<file path="src/rtl/decode_stage_rv.sv">
// decode_stage_rv: registered RV32I/RV64I decode stage sitting between IF and EX.
//
// Decodes each instruction into a 22-bit control word before registering it, so every
// out_* signal comes straight from a flop. A one-entry skid buffer lets in_ready be a
// registered signal while still sustaining one instruction per cycle.
//
// Ports:
//   clk, rst         rising-edge clock, synchronous active-high reset
//   flush            drop every held instruction (branch redirect)
//   in_valid/ready   upstream handshake; in_inst, in_pc carry the instruction
//   out_valid/ready  downstream handshake; out_sign, out_inst, out_pc, out_illegal
//   cnt_retired      count of downstream handshakes (wraps)
//   cnt_illegal      count of downstream handshakes carrying an illegal instruction (wraps)
//
// Control word: [21]we_reg [20]we_mem [19]npc_sel [18:16]immgen_op [15:12]alu_op
//   [11:9]bralu_op [8:7]alu_asel [6:5]alu_bsel [4:3]wb_sel [2:0]memdata_width
module decode_stage_rv #(
  parameter int unsigned XLEN  = 64,
  parameter int unsigned CNT_W = 32
) (
  input  logic             clk,
  input  logic             rst,
  input  logic             flush,
  input  logic             in_valid,
  output logic             in_ready,
  input  logic [31:0]      in_inst,
  input  logic [XLEN-1:0]  in_pc,
  output logic             out_valid,
  input  logic             out_ready,
  output logic [21:0]      out_sign,
  output logic [31:0]      out_inst,
  output logic [XLEN-1:0]  out_pc,
  output logic             out_illegal,
  output logic [CNT_W-1:0] cnt_retired,
  output logic [CNT_W-1:0] cnt_illegal
);

  localparam bit Rv64 = (XLEN == 64);

  localparam logic [6:0] OpcLoad    = 7'b0000011;
  localparam logic [6:0] OpcOpImm   = 7'b0010011;
  localparam logic [6:0] OpcAuipc   = 7'b0010111;
  localparam logic [6:0] OpcOpImm32 = 7'b0011011;
  localparam logic [6:0] OpcStore   = 7'b0100011;
  localparam logic [6:0] OpcOp      = 7'b0110011;
  localparam logic [6:0] OpcLui     = 7'b0110111;
  localparam logic [6:0] OpcOp32    = 7'b0111011;
  localparam logic [6:0] OpcBranch  = 7'b1100011;
  localparam logic [6:0] OpcJalr    = 7'b1100111;
  localparam logic [6:0] OpcJal     = 7'b1101111;

  localparam logic [2:0] ImmR = 3'b000, ImmI = 3'b001, ImmS = 3'b010;
  localparam logic [2:0] ImmB = 3'b011, ImmU = 3'b100, ImmJ = 3'b101;

  localparam logic [3:0] AluAdd  = 4'b0000, AluSub  = 4'b0001, AluAnd  = 4'b0010;
  localparam logic [3:0] AluOr   = 4'b0011, AluXor  = 4'b0100, AluSlt  = 4'b0101;
  localparam logic [3:0] AluSltu = 4'b0110, AluSll  = 4'b0111, AluSrl  = 4'b1000;
  localparam logic [3:0] AluSra  = 4'b1001, AluAddw = 4'b1010, AluSubw = 4'b1011;
  localparam logic [3:0] AluSllw = 4'b1100, AluSrlw = 4'b1101, AluSraw = 4'b1110;

  localparam logic [1:0] ASelZero = 2'b00, ASelRs1 = 2'b01, ASelPc = 2'b10;
  localparam logic [1:0] BSelRs2 = 2'b01, BSelImm = 2'b10;
  localparam logic [1:0] WbNone = 2'b00, WbAlu = 2'b01, WbMem = 2'b10, WbPc4 = 2'b11;

  localparam logic [2:0] MwNone = 3'b000, MwD = 3'b001, MwW = 3'b010, MwH = 3'b011;
  localparam logic [2:0] MwB = 3'b100, MwWu = 3'b101, MwHu = 3'b110, MwBu = 3'b111;

  localparam logic [6:0] F7Zero = 7'b0000000, F7Alt = 7'b0100000;

  typedef struct packed {
    logic [21:0]     sign;
    logic            illegal;
    logic [31:0]     inst;
    logic [XLEN-1:0] pc;
  } entry_t;

  typedef enum logic [1:0] {StEmpty, StFull, StSkid} state_e;

  // ---------------------------------------------------------------------------
  // Combinational decode of the incoming instruction
  // ---------------------------------------------------------------------------
  logic [6:0] opcode;
  logic [2:0] funct3;
  logic [6:0] funct7;
  assign opcode = in_inst[6:0];
  assign funct3 = in_inst[14:12];
  assign funct7 = in_inst[31:25];

  logic       we_reg, we_mem, npc_sel, illegal;
  logic [2:0] imm_op, br_op, mem_w;
  logic [3:0] alu_op;
  logic [1:0] asel, bsel, wb_sel;
  entry_t     dec;

  always_comb begin
    we_reg  = 1'b0;
    we_mem  = 1'b0;
    npc_sel = 1'b0;
    imm_op  = ImmR;
    alu_op  = AluAdd;
    br_op   = 3'b000;
    asel    = ASelZero;
    bsel    = 2'b00;
    wb_sel  = WbNone;
    mem_w   = MwNone;
    illegal = 1'b0;

    case (opcode)
      OpcOpImm: begin
        we_reg = 1'b1;
        imm_op = ImmI;
        asel   = ASelRs1;
        bsel   = BSelImm;
        wb_sel = WbAlu;
        case (funct3)
          3'b000: alu_op = AluAdd;
          3'b010: alu_op = AluSlt;
          3'b011: alu_op = AluSltu;
          3'b100: alu_op = AluXor;
          3'b110: alu_op = AluOr;
          3'b111: alu_op = AluAnd;
          3'b001: begin
            alu_op = AluSll;
            if (in_inst[31:26] != 6'b000000) illegal = 1'b1;
          end
          default: begin // 3'b101
            if (in_inst[31:26] == 6'b000000) alu_op = AluSrl;
            else if (in_inst[31:26] == 6'b010000) alu_op = AluSra;
            else illegal = 1'b1;
          end
        endcase
        // shamt[5] only exists on RV64
        if (!Rv64 && (funct3 == 3'b001 || funct3 == 3'b101) && in_inst[25]) illegal = 1'b1;
      end

      OpcOpImm32: begin
        we_reg = 1'b1;
        imm_op = ImmI;
        asel   = ASelRs1;
        bsel   = BSelImm;
        wb_sel = WbAlu;
        case (funct3)
          3'b000: alu_op = AluAddw;
          3'b001: begin
            alu_op = AluSllw;
            if (funct7 != F7Zero) illegal = 1'b1;
          end
          3'b101: begin
            if (funct7 == F7Zero) alu_op = AluSrlw;
            else if (funct7 == F7Alt) alu_op = AluSraw;
            else illegal = 1'b1;
          end
          default: illegal = 1'b1;
        endcase
        if (!Rv64) illegal = 1'b1;
      end

      OpcLoad: begin
        we_reg = 1'b1;
        imm_op = ImmI;
        asel   = ASelRs1;
        bsel   = BSelImm;
        wb_sel = WbMem;
        case (funct3)
          3'b000: mem_w = MwB;
          3'b001: mem_w = MwH;
          3'b010: mem_w = MwW;
          3'b011: begin
            mem_w = MwD;
            if (!Rv64) illegal = 1'b1;
          end
          3'b100: mem_w = MwBu;
          3'b101: mem_w = MwHu;
          3'b110: begin
            mem_w = MwWu;
            if (!Rv64) illegal = 1'b1;
          end
          default: illegal = 1'b1;
        endcase
      end

      OpcOp: begin
        we_reg = 1'b1;
        asel   = ASelRs1;
        bsel   = BSelRs2;
        wb_sel = WbAlu;
        case ({funct7, funct3})
          {F7Zero, 3'b000}: alu_op = AluAdd;
          {F7Alt,  3'b000}: alu_op = AluSub;
          {F7Zero, 3'b001}: alu_op = AluSll;
          {F7Zero, 3'b010}: alu_op = AluSlt;
          {F7Zero, 3'b011}: alu_op = AluSltu;
          {F7Zero, 3'b100}: alu_op = AluXor;
          {F7Zero, 3'b101}: alu_op = AluSrl;
          {F7Alt,  3'b101}: alu_op = AluSra;
          {F7Zero, 3'b110}: alu_op = AluOr;
          {F7Zero, 3'b111}: alu_op = AluAnd;
          default:          illegal = 1'b1;
        endcase
      end

      OpcOp32: begin
        we_reg = 1'b1;
        asel   = ASelRs1;
        bsel   = BSelRs2;
        wb_sel = WbAlu;
        case ({funct7, funct3})
          {F7Zero, 3'b000}: alu_op = AluAddw;
          {F7Alt,  3'b000}: alu_op = AluSubw;
          {F7Zero, 3'b001}: alu_op = AluSllw;
          {F7Zero, 3'b101}: alu_op = AluSrlw;
          {F7Alt,  3'b101}: alu_op = AluSraw;
          default:          illegal = 1'b1;
        endcase
        if (!Rv64) illegal = 1'b1;
      end

      OpcStore: begin
        we_mem = 1'b1;
        imm_op = ImmS;
        asel   = ASelRs1;
        bsel   = BSelImm;
        case (funct3)
          3'b000: mem_w = MwB;
          3'b001: mem_w = MwH;
          3'b010: mem_w = MwW;
          3'b011: begin
            mem_w = MwD;
            if (!Rv64) illegal = 1'b1;
          end
          default: illegal = 1'b1;
        endcase
      end

      OpcBranch: begin
        imm_op = ImmB;
        asel   = ASelPc;
        bsel   = BSelImm;
        case (funct3)
          3'b000: br_op = 3'b001;
          3'b001: br_op = 3'b010;
          3'b100: br_op = 3'b011;
          3'b101: br_op = 3'b100;
          3'b110: br_op = 3'b101;
          3'b111: br_op = 3'b110;
          default: illegal = 1'b1;
        endcase
      end

      OpcJal: begin
        we_reg  = 1'b1;
        npc_sel = 1'b1;
        imm_op  = ImmJ;
        asel    = ASelPc;
        bsel    = BSelImm;
        wb_sel  = WbPc4;
      end

      OpcJalr: begin
        we_reg  = 1'b1;
        npc_sel = 1'b1;
        imm_op  = ImmI;
        asel    = ASelRs1;
        bsel    = BSelImm;
        wb_sel  = WbPc4;
        if (funct3 != 3'b000) illegal = 1'b1;
      end

      OpcLui, OpcAuipc: begin
        we_reg = 1'b1;
        imm_op = ImmU;
        asel   = (opcode == OpcLui) ? ASelZero : ASelPc;
        bsel   = BSelImm;
        wb_sel = WbAlu;
      end

      default: illegal = 1'b1;
    endcase

    dec.illegal = illegal;
    dec.inst    = in_inst;
    dec.pc      = in_pc;
    dec.sign    = illegal ? 22'd0 : {we_reg, we_mem, npc_sel, imm_op, alu_op, br_op,
                                     asel, bsel, wb_sel, mem_w};
  end

  // ---------------------------------------------------------------------------
  // Main register + skid register, with registered handshake outputs
  // ---------------------------------------------------------------------------
  state_e           state_q;
  entry_t           main_q, skid_q;
  logic             out_valid_q, in_ready_q;
  logic [CNT_W-1:0] cnt_retired_q, cnt_illegal_q;

  always_ff @(posedge clk) begin
    if (rst) begin
      state_q       <= StEmpty;
      out_valid_q   <= 1'b0;
      in_ready_q    <= 1'b1;
      main_q        <= '0;
      skid_q        <= '0;
      cnt_retired_q <= '0;
      cnt_illegal_q <= '0;
    end else begin
      // A handshake completing in the flush cycle has already left the stage, so it counts.
      if (out_valid_q && out_ready) begin
        cnt_retired_q <= cnt_retired_q + CNT_W'(1);
        if (main_q.illegal) cnt_illegal_q <= cnt_illegal_q + CNT_W'(1);
      end

      if (flush) begin
        state_q     <= StEmpty;
        out_valid_q <= 1'b0;
        in_ready_q  <= 1'b1;
      end else begin
        unique case (state_q)
          StEmpty: begin
            if (in_valid) begin
              main_q      <= dec;
              state_q     <= StFull;
              out_valid_q <= 1'b1;
            end
          end
          StFull: begin
            if (in_valid) begin
              if (out_ready) begin
                main_q <= dec;
              end else begin
                skid_q     <= dec;
                state_q    <= StSkid;
                in_ready_q <= 1'b0;
              end
            end else if (out_ready) begin
              state_q     <= StEmpty;
              out_valid_q <= 1'b0;
            end
          end
          StSkid: begin
            if (out_ready) begin
              main_q     <= skid_q;
              state_q    <= StFull;
              in_ready_q <= 1'b1;
            end
          end
          default: begin
            state_q     <= StEmpty;
            out_valid_q <= 1'b0;
            in_ready_q  <= 1'b1;
          end
        endcase
      end
    end
  end

  assign in_ready    = in_ready_q;
  assign out_valid   = out_valid_q;
  assign out_sign    = main_q.sign;
  assign out_inst    = main_q.inst;
  assign out_pc      = main_q.pc;
  assign out_illegal = main_q.illegal;
  assign cnt_retired = cnt_retired_q;
  assign cnt_illegal = cnt_illegal_q;

endmodule

</file>
<file path="config.mk">
export PLATFORM = sky130hd
export DESIGN_NAME = decode_stage_rv
export DESIGN_NICKNAME = d
export VERILOG_FILES = /design/src/rtl/decode_stage_rv.sv
export SDC_FILE = /design/constraint.sdc
export NUM_CORES = 1
export LEC_CHECK = 0
export ABC_AREA = 1
export CAP_MARGIN = 20
export CORE_MARGIN = 3
export CORE_UTILIZATION = 25
export DETAILED_ROUTE_END_ITERATION = 10
export DONT_BUFFER_PORTS = 1
export HOLD_SLACK_MARGIN = 0.03
export RECOVER_POWER = 25
export REMOVE_ABC_BUFFERS = 1
export SLEW_MARGIN = 20
export SYNTH_ARGS = -nofsm -noshare
export SYNTH_HDL_FRONTEND = slang
export SYNTH_SLANG_ARGS = --single-unit
</file>
<file path="constraint.sdc">
create_clock -name clk -period 3.8 [get_ports clk]
set_input_delay 0 -clock clk [delete_from_list [all_inputs] [get_ports clk]]
set_output_delay 0 -clock clk [all_outputs]
set_load 0.01 [all_outputs]
</file>
==> metrics, run 1 <==
Final #Nets=about 2000; Worst R2R Start=state_q[0]$_SDFFE_PP0P_; Worst Hold End=skid_q[110]$_SDFFE_PP0P_; Placed Cells=2434; count leader, synth=nand2_1; RSZ-0062 raised after global routing=false; Slew Limit Fails=0; clk_skew=about 14 ps; Worst Min Path Start=in_inst[27]; Worst Setup End Kind=flip-flop; initial DRC count=846; fraction of layout cells with a size suffix above 1=0.06970; Antenna Nets Post-Route=0; Clock Latency Late Sink=540 ps; worst path cell trace=dlygate4sd3_1, nor2_1, dlygate4sd3_1, nand2_1, nor3_1, nand2_1, dlygate4sd3_1, o21ai_0, dlygate4sd3_1, inv_1, nor2_1, nand2_1, a21oi_1, dlygate4sd3_1; Tcrit/Tclk final=0.9336; hold depth=7; clock sink count=306; actual slew at the worst max-slew pin=1050 ps; Worst VDD drop=0.0002336 V; min cycle time layout=3548 ps; cts hold-fix bufs=118; Clock Tree Root=clkbuf_16; grt ovf=0; H-tree depth=2; Layout area overhead=22.25%; I/O pin total=286; ys flop type=dfxtp_1; Slew headroom=0.3000; CP max FO=5; clk slew on worst S/H paths=60 ps; Core Area=52030 um^2; post-synthesis sequential area ratio=0.4601; post-synth top area share=0.4601; Hold Path Class=primary input to flip-flop; Fmax=281.9 MHz; Die Ht=236.8 um; Reg2Reg Setup Slack=700 ps; power per cell area=459.4 nW/um^2; Worst EP arrival=4020 ps; area leader, netlist=dfxtp_1; num rows=83; CTS Buf Count=36; Die ar.=56070 um^2; CTS tree=done; critical path data required time=approximately 4300 ps; Synth async-reset ratio=0; CP dominant cell by count=dlygate4sd3_1; Routed WL=about 42000 um; Mapped Area=13320 um^2; crit-path max cell delay=620 ps; first-pass GRT wire length=66130 um; GPL Wtd Cong=0.8399; r2r endpoint=skid_q[108]$_SDFFE_PP0P_; final hold violations=0; leak pwr=approximately 6 nW; DR WL/cell=16.21 um; commonest cells in the synthesized netlist=364 x nand2_1, 306 x dfxtp_1, 253 x o21ai_0; Post-Syn Instances=1853; startpoint types=primary input; Initial Util=0.2559; Post-CTS Setup Bufs=0; Overall Power=between 7 and 8 mW; Final Setup Violations=0; vias per cell=slightly below 5; post-route insts no fill=2618; R2R depth=8; #FFs+latches synth=approximately 300; DR vias=12680; setup ws final=252.4 ps; syn avg cell area=around 7.2 um^2; top post-synthesis cells by area=dfxtp_1 46%, nand2_1 10%, o21ai_0 9.5%; Post-Place Setup Slack=about 1100 ps; Max clock buf depth=3; Util after Layout=0.3129; drt pass-1 iters=7; hold slack=66.40 ps; Yosys Warn Count=0; vias in the first global route=11710; Buffers on Ports=0; total of max-cap violations=0; cts repair resizes=0; GRT Util Overall=0.1440; crit path kind=primary input to flip-flop; count of different cell masters after synthesis=44; Die X=around 240 um; DRC violations left=0; largest net degree at the start of global routing=164; slowest CP cell=dlygate4sd3_1; antenna violations before repair=1; dpl hpwl=27300 um; status=completed; Post-synth EDFFs=0
worst max-delay path: cells and delay by family:
kind	cells	cell delay, ps
buf+inv	6	2920
compound gates	2	240
simple gates	6	860
cell usage in the layout (no fill, tap or decap), drive strengths merged, types with 2 or more instances in the layout:
cell         instances
a211oi               3
a21oi              200
a221oi               3
a31oi               96
buf                 13
bufinv               3
clkbuf              48
clkinv              12
clkinvlp             2
dfxtp              306
dlygate4sd3        117
ha                   4
inv                226
nand2              370
nand3               50
nand4               27
nor2               121
nor3                32
nor4                 8
o211ai               9
o21a                 3
o21ai              264
or2                  2
xor2                11
flip-flops by register name, summed over array words and instances, names as in the netlist, 2 cells and up:
signal       count
skid_q         119
out_pc          64
cnt_illegal     32
cnt_retired     32
out_inst        32
out_sign        22
state_q          2
through the flow:
stage / setup TNS [ps] / instance area, um^2
global route: 0 / 16280
floorplan: -368330 / 12860
CTS: 0 / 16280
global placement: 0 / 13860
detailed placement: 0 / 13860
finish: 0 / 16280
kinds of logic after synthesis:
family                     count (synthesis)  share of synthesized area
and+or+nand+nor                          614                     0.1984
AOI/OAI and AO/OA                        580                     0.2318
buffers and inverters                    337                    0.09810
DFF                                      306                     0.4601
xor gates and xnor gates                  12                   0.007893
adders and majority gates                  4                   0.003759
layout make-up:
| class | instances | area, um^2 |
|---|---|---|
| timing repair buffer | 130 | 1314 |
| clock buffer | 48 | 1037 |
| tap | 680 | 850.8 |
| clock inverter | 17 | 183.9 |
| antenna | 1 | 2.502 |
| fill | 5437 | 35750 |
| sequential | 306 | 6126 |
| multi-input combinational | 1210 | 5901 |
| inverter | 226 | 863.3 |
how the worst max path moves through the flow:
stage / start / slack [ps] / end
floorplan: state_q[1]$_SDFFE_PP0P_ / -2180 / out_sign[20]$_SDFFE_PP0P_
global placement: state_q[1]$_SDFFE_PP0P_ / 1130 / out_inst[30]$_SDFFE_PP0P_
detailed placement: state_q[1]$_SDFFE_PP0P_ / 1070 / out_pc[28]$_SDFFE_PP0P_
CTS: state_q[0]$_SDFFE_PP0P_ / 290 / skid_q[108]$_SDFFE_PP0P_
global route: in_inst[3] / 90 / skid_q[97]$_SDFFE_PP0P_
finish: in_inst[3] / 250 / skid_q[97]$_SDFFE_PP0P_
metal layers:
metal,global-route usage,wire length [um],up-vias
met5,0,0,-
met4,0.05626,1639,0
met3,0.04670,3314,91
met2,0.2382,19800,348
met1,0.1732,17700,5956
li1,-,-,6284
power breakdown:
part | switching (mW) | internal, mW | leakage, nW
Clock | 1.45 | 2.14 | 0.603
Combinational | 0.275 | 0.183 | 2.96
Sequential | 0.126 | 3.31 | 2.49
Note: power is estimated with default switching activity, not from simulation.
==> inputs of run 2 (changes only) <==
RECOVER_POWER = not set   (was 25)
clock period = 3.85 ns   (was 3.8 ns; I/O delays follow)
==> run 2 against run 1 <==
Critical path depth shrank 6. Power shrank 2.2%. Sequential cell count is the same. Setup slack gained 360 ps. Wire length shrank 1.6%. Die area is the same. Worst hold slack lost 1.6 ps. Via count shrank 0.85%. Largest power group unchanged.
==> metrics, run 2 (synthesized netlist as in run 1, its figures left out) <==
Crit path depth=8 (-6); Tcrit/Tclk final=0.8406; Max clock buf depth=3 (unchanged); R2R depth=8 (unchanged); Die X=236.8 um (unchanged); CP max FO=41 (+36); Fmax=309.0 MHz; internal power=5.528 mW (-1.8%); leak pwr=6.018 nW (-0.47%); fillers=5436 (-0.018%); hold depth=7 (unchanged); clk slew on worst S/H paths=60 ps (about the same); cts hold-fix bufs=116 (-1.7%); num rows=83 (unchanged); clock sink count=306 (unchanged); Comb pwr share=0.061 (about the same); CP dominant cell by count=dlygate4sd3_1; Final #Nets=2015 (unchanged); Largest register FFs=119 (unchanged); delay-heaviest family, CP=buffers and inverters; Clock Latency Late Sink=530 ps (about the same); vias per cell=4.798 (-0.93%); DR WL/cell=15.94 um (-1.7%); Net Sw Frac=0.2440 (-0.003141); critical path data required time=4280 ps (about the same); placement-stage cell area=13840 um^2 (-0.13%); power per cell area=450.3 nW/um^2 (-2.0%); Seq pwr share=0.464 (+0.005); hold slack=64.83 ps (-1.574 ps); min cycle time layout=3236 ps; crit path kind=flip-flop to flip-flop; CTS Buf Count=37 (+2.8%); CTS tree=done; GPL Wtd Cong=0.8432 (+0.39%); Largest Register=skid_q; Antenna Nets Post-Route=0 (unchanged); final hold violations=0 (unchanged); startpoint types=flip-flop; first-pass GRT wire length=65750 um (-0.57%); Worst Path Buf+Inv=4 (-2); Final Setup Violations=0 (unchanged); grt ovf=0 (unchanged); Core Area=52030 um^2 (unchanged); DR vias=12570 (-0.85%); actual slew at the worst max-slew pin=1023 ps (-27.01 ps); Worst EP arrival=3660 ps (-360 ps); DRC violations left=0 (unchanged); I/O pin total=286 (unchanged); worst path cell trace=inv_2, nor2_1, nand3_4, clkinv_1, nand4_1, dlygate4sd3_1, a21oi_1, dlygate4sd3_1; Overall Power=7.313 mW (-2.2%); Die ar.=56070 um^2 (unchanged); Routed WL=41770 um (-1.6%); most frequent cells in the layout=364 x nand2_1, 306 x dfxtp_1, 253 x o21ai_0, 201 x inv_1, 198 x a21oi_1; cts repair resizes=0 (unchanged); Worst R2R Start=state_q[0]$_SDFFE_PP0P_; Design Area, Final=16240 um^2 (-0.24%); initial DRC count=692 (-18%); total of max-cap violations=0 (unchanged); Worst VDD drop=0.0002307 V (-1.2%); Slew Limit Fails=0 (unchanged); Clock Tree Root=clkbuf_16; Initial Util=0.2559 (unchanged); Post-CTS Setup Bufs=0 (unchanged); Worst Min Path Start=in_inst[25]; RSZ-0062 raised after global routing=false; Layout area overhead=21.96%; status=completed; GRT Util Overall=0.1421 (-0.001918); Slew headroom=0.3180 (+0.01800); vias in the first global route=11900 (+1.7%); post-route insts no fill=2620 (+0.076%); Die Ht=236.8 um (unchanged); slowest CP cell=clkinv_1; drt pass-1 iters=5 (-2); fraction of layout cells with a size suffix above 1=0.06863 (-0.001068); antenna violations before repair=2 (+1); NetSw=1.784 mW (-3.5%); r2r endpoint=skid_q[108]$_SDFFE_PP0P_; commonest non-fill, non-tap cell in the layout=nand2_1; clock power share=0.475 (-0.004); dpl hpwl=27020 um (-1.0%); Hold Path Class=primary input to flip-flop; Worst Setup End Kind=flip-flop; Reg2Reg Setup Slack=610 ps (-90 ps); Buffers on Ports=0 (unchanged); H-tree depth=2 (unchanged); largest net degree at the start of global routing=164 (unchanged); clk_skew=15.78 ps (+1.496 ps); Worst Hold End=skid_q[110]$_SDFFE_PP0P_; Placed Cells=2435 (+0.041%); crit-path max cell delay=850 ps (+230 ps)
## run 2: cell type report
type                    instances  area, um^2  area share
flip-flops and latches        306        6126      0.3772
multi-input cells            1210        5901      0.3634
repair buffers                129        1276     0.07859
clock buffers                  55        1116     0.06873
inverters                     226       863.3     0.05316
well taps                     680       850.8     0.05239
clock inverters                12       101.3    0.006241
diodes                          2       5.005   0.0003082
## run 2: how the worst max path moves through the flow
stage                                  from                        end  slack, ps
floorplan           state_q[1]$_SDFFE_PP0P_  out_sign[20]$_SDFFE_PP0P_      -2130
global placement    state_q[1]$_SDFFE_PP0P_  out_sign[11]$_SDFFE_PP0P_       1440
detailed placement  state_q[1]$_SDFFE_PP0P_     out_pc[9]$_SDFFE_PP0P_       1310
CTS                 state_q[0]$_SDFFE_PP0P_   skid_q[108]$_SDFFE_PP0P_        380
global route        state_q[0]$_SDFFE_PP0P_   skid_q[108]$_SDFFE_PP0P_        370
finish              state_q[0]$_SDFFE_PP0P_   skid_q[108]$_SDFFE_PP0P_        610
## run 2: power groups by stage
stage               clock, mW  combinational (mW)  sequential (mW)
detailed placement          0               0.320             3.46
global placement            0               0.307             3.46
finish                   3.47               0.450             3.39
floorplan                   0               0.252             3.42
global route             3.71               0.509             3.40
CTS                      3.61               0.449             3.39
## run 2: worst reg2reg max path, cell delays in order (launching register included)
cell           delay, ps
dfxtp_1              380
inv_2                 90
nor2_1                80
nand3_4              260
clkinv_1             850
nand4_1              280
dlygate4sd3_1        580
a21oi_1               60
dlygate4sd3_1        560
## run 2: per-layer routing
layer  global-route usage  part of all wire  vias to the layer above
li1                     -                 -                     6303
met5                    0                 0                        -
met4              0.05461             0.034                        0
met1               0.1731              0.42                     5814
met2               0.2324              0.46                      367
met3              0.04670             0.080                       87
## run 2: metrics by stage
step	worst slack [ps]	TNS, ps	util
after CTS	379.0	0	0.3120
after floorplan	-2129	-356430	-
final	613.6	0	0.3121
after global placement	1438	0	0.2660
after detailed placement	1309	0	0.2660
after global routing	366.3	0	0.3121
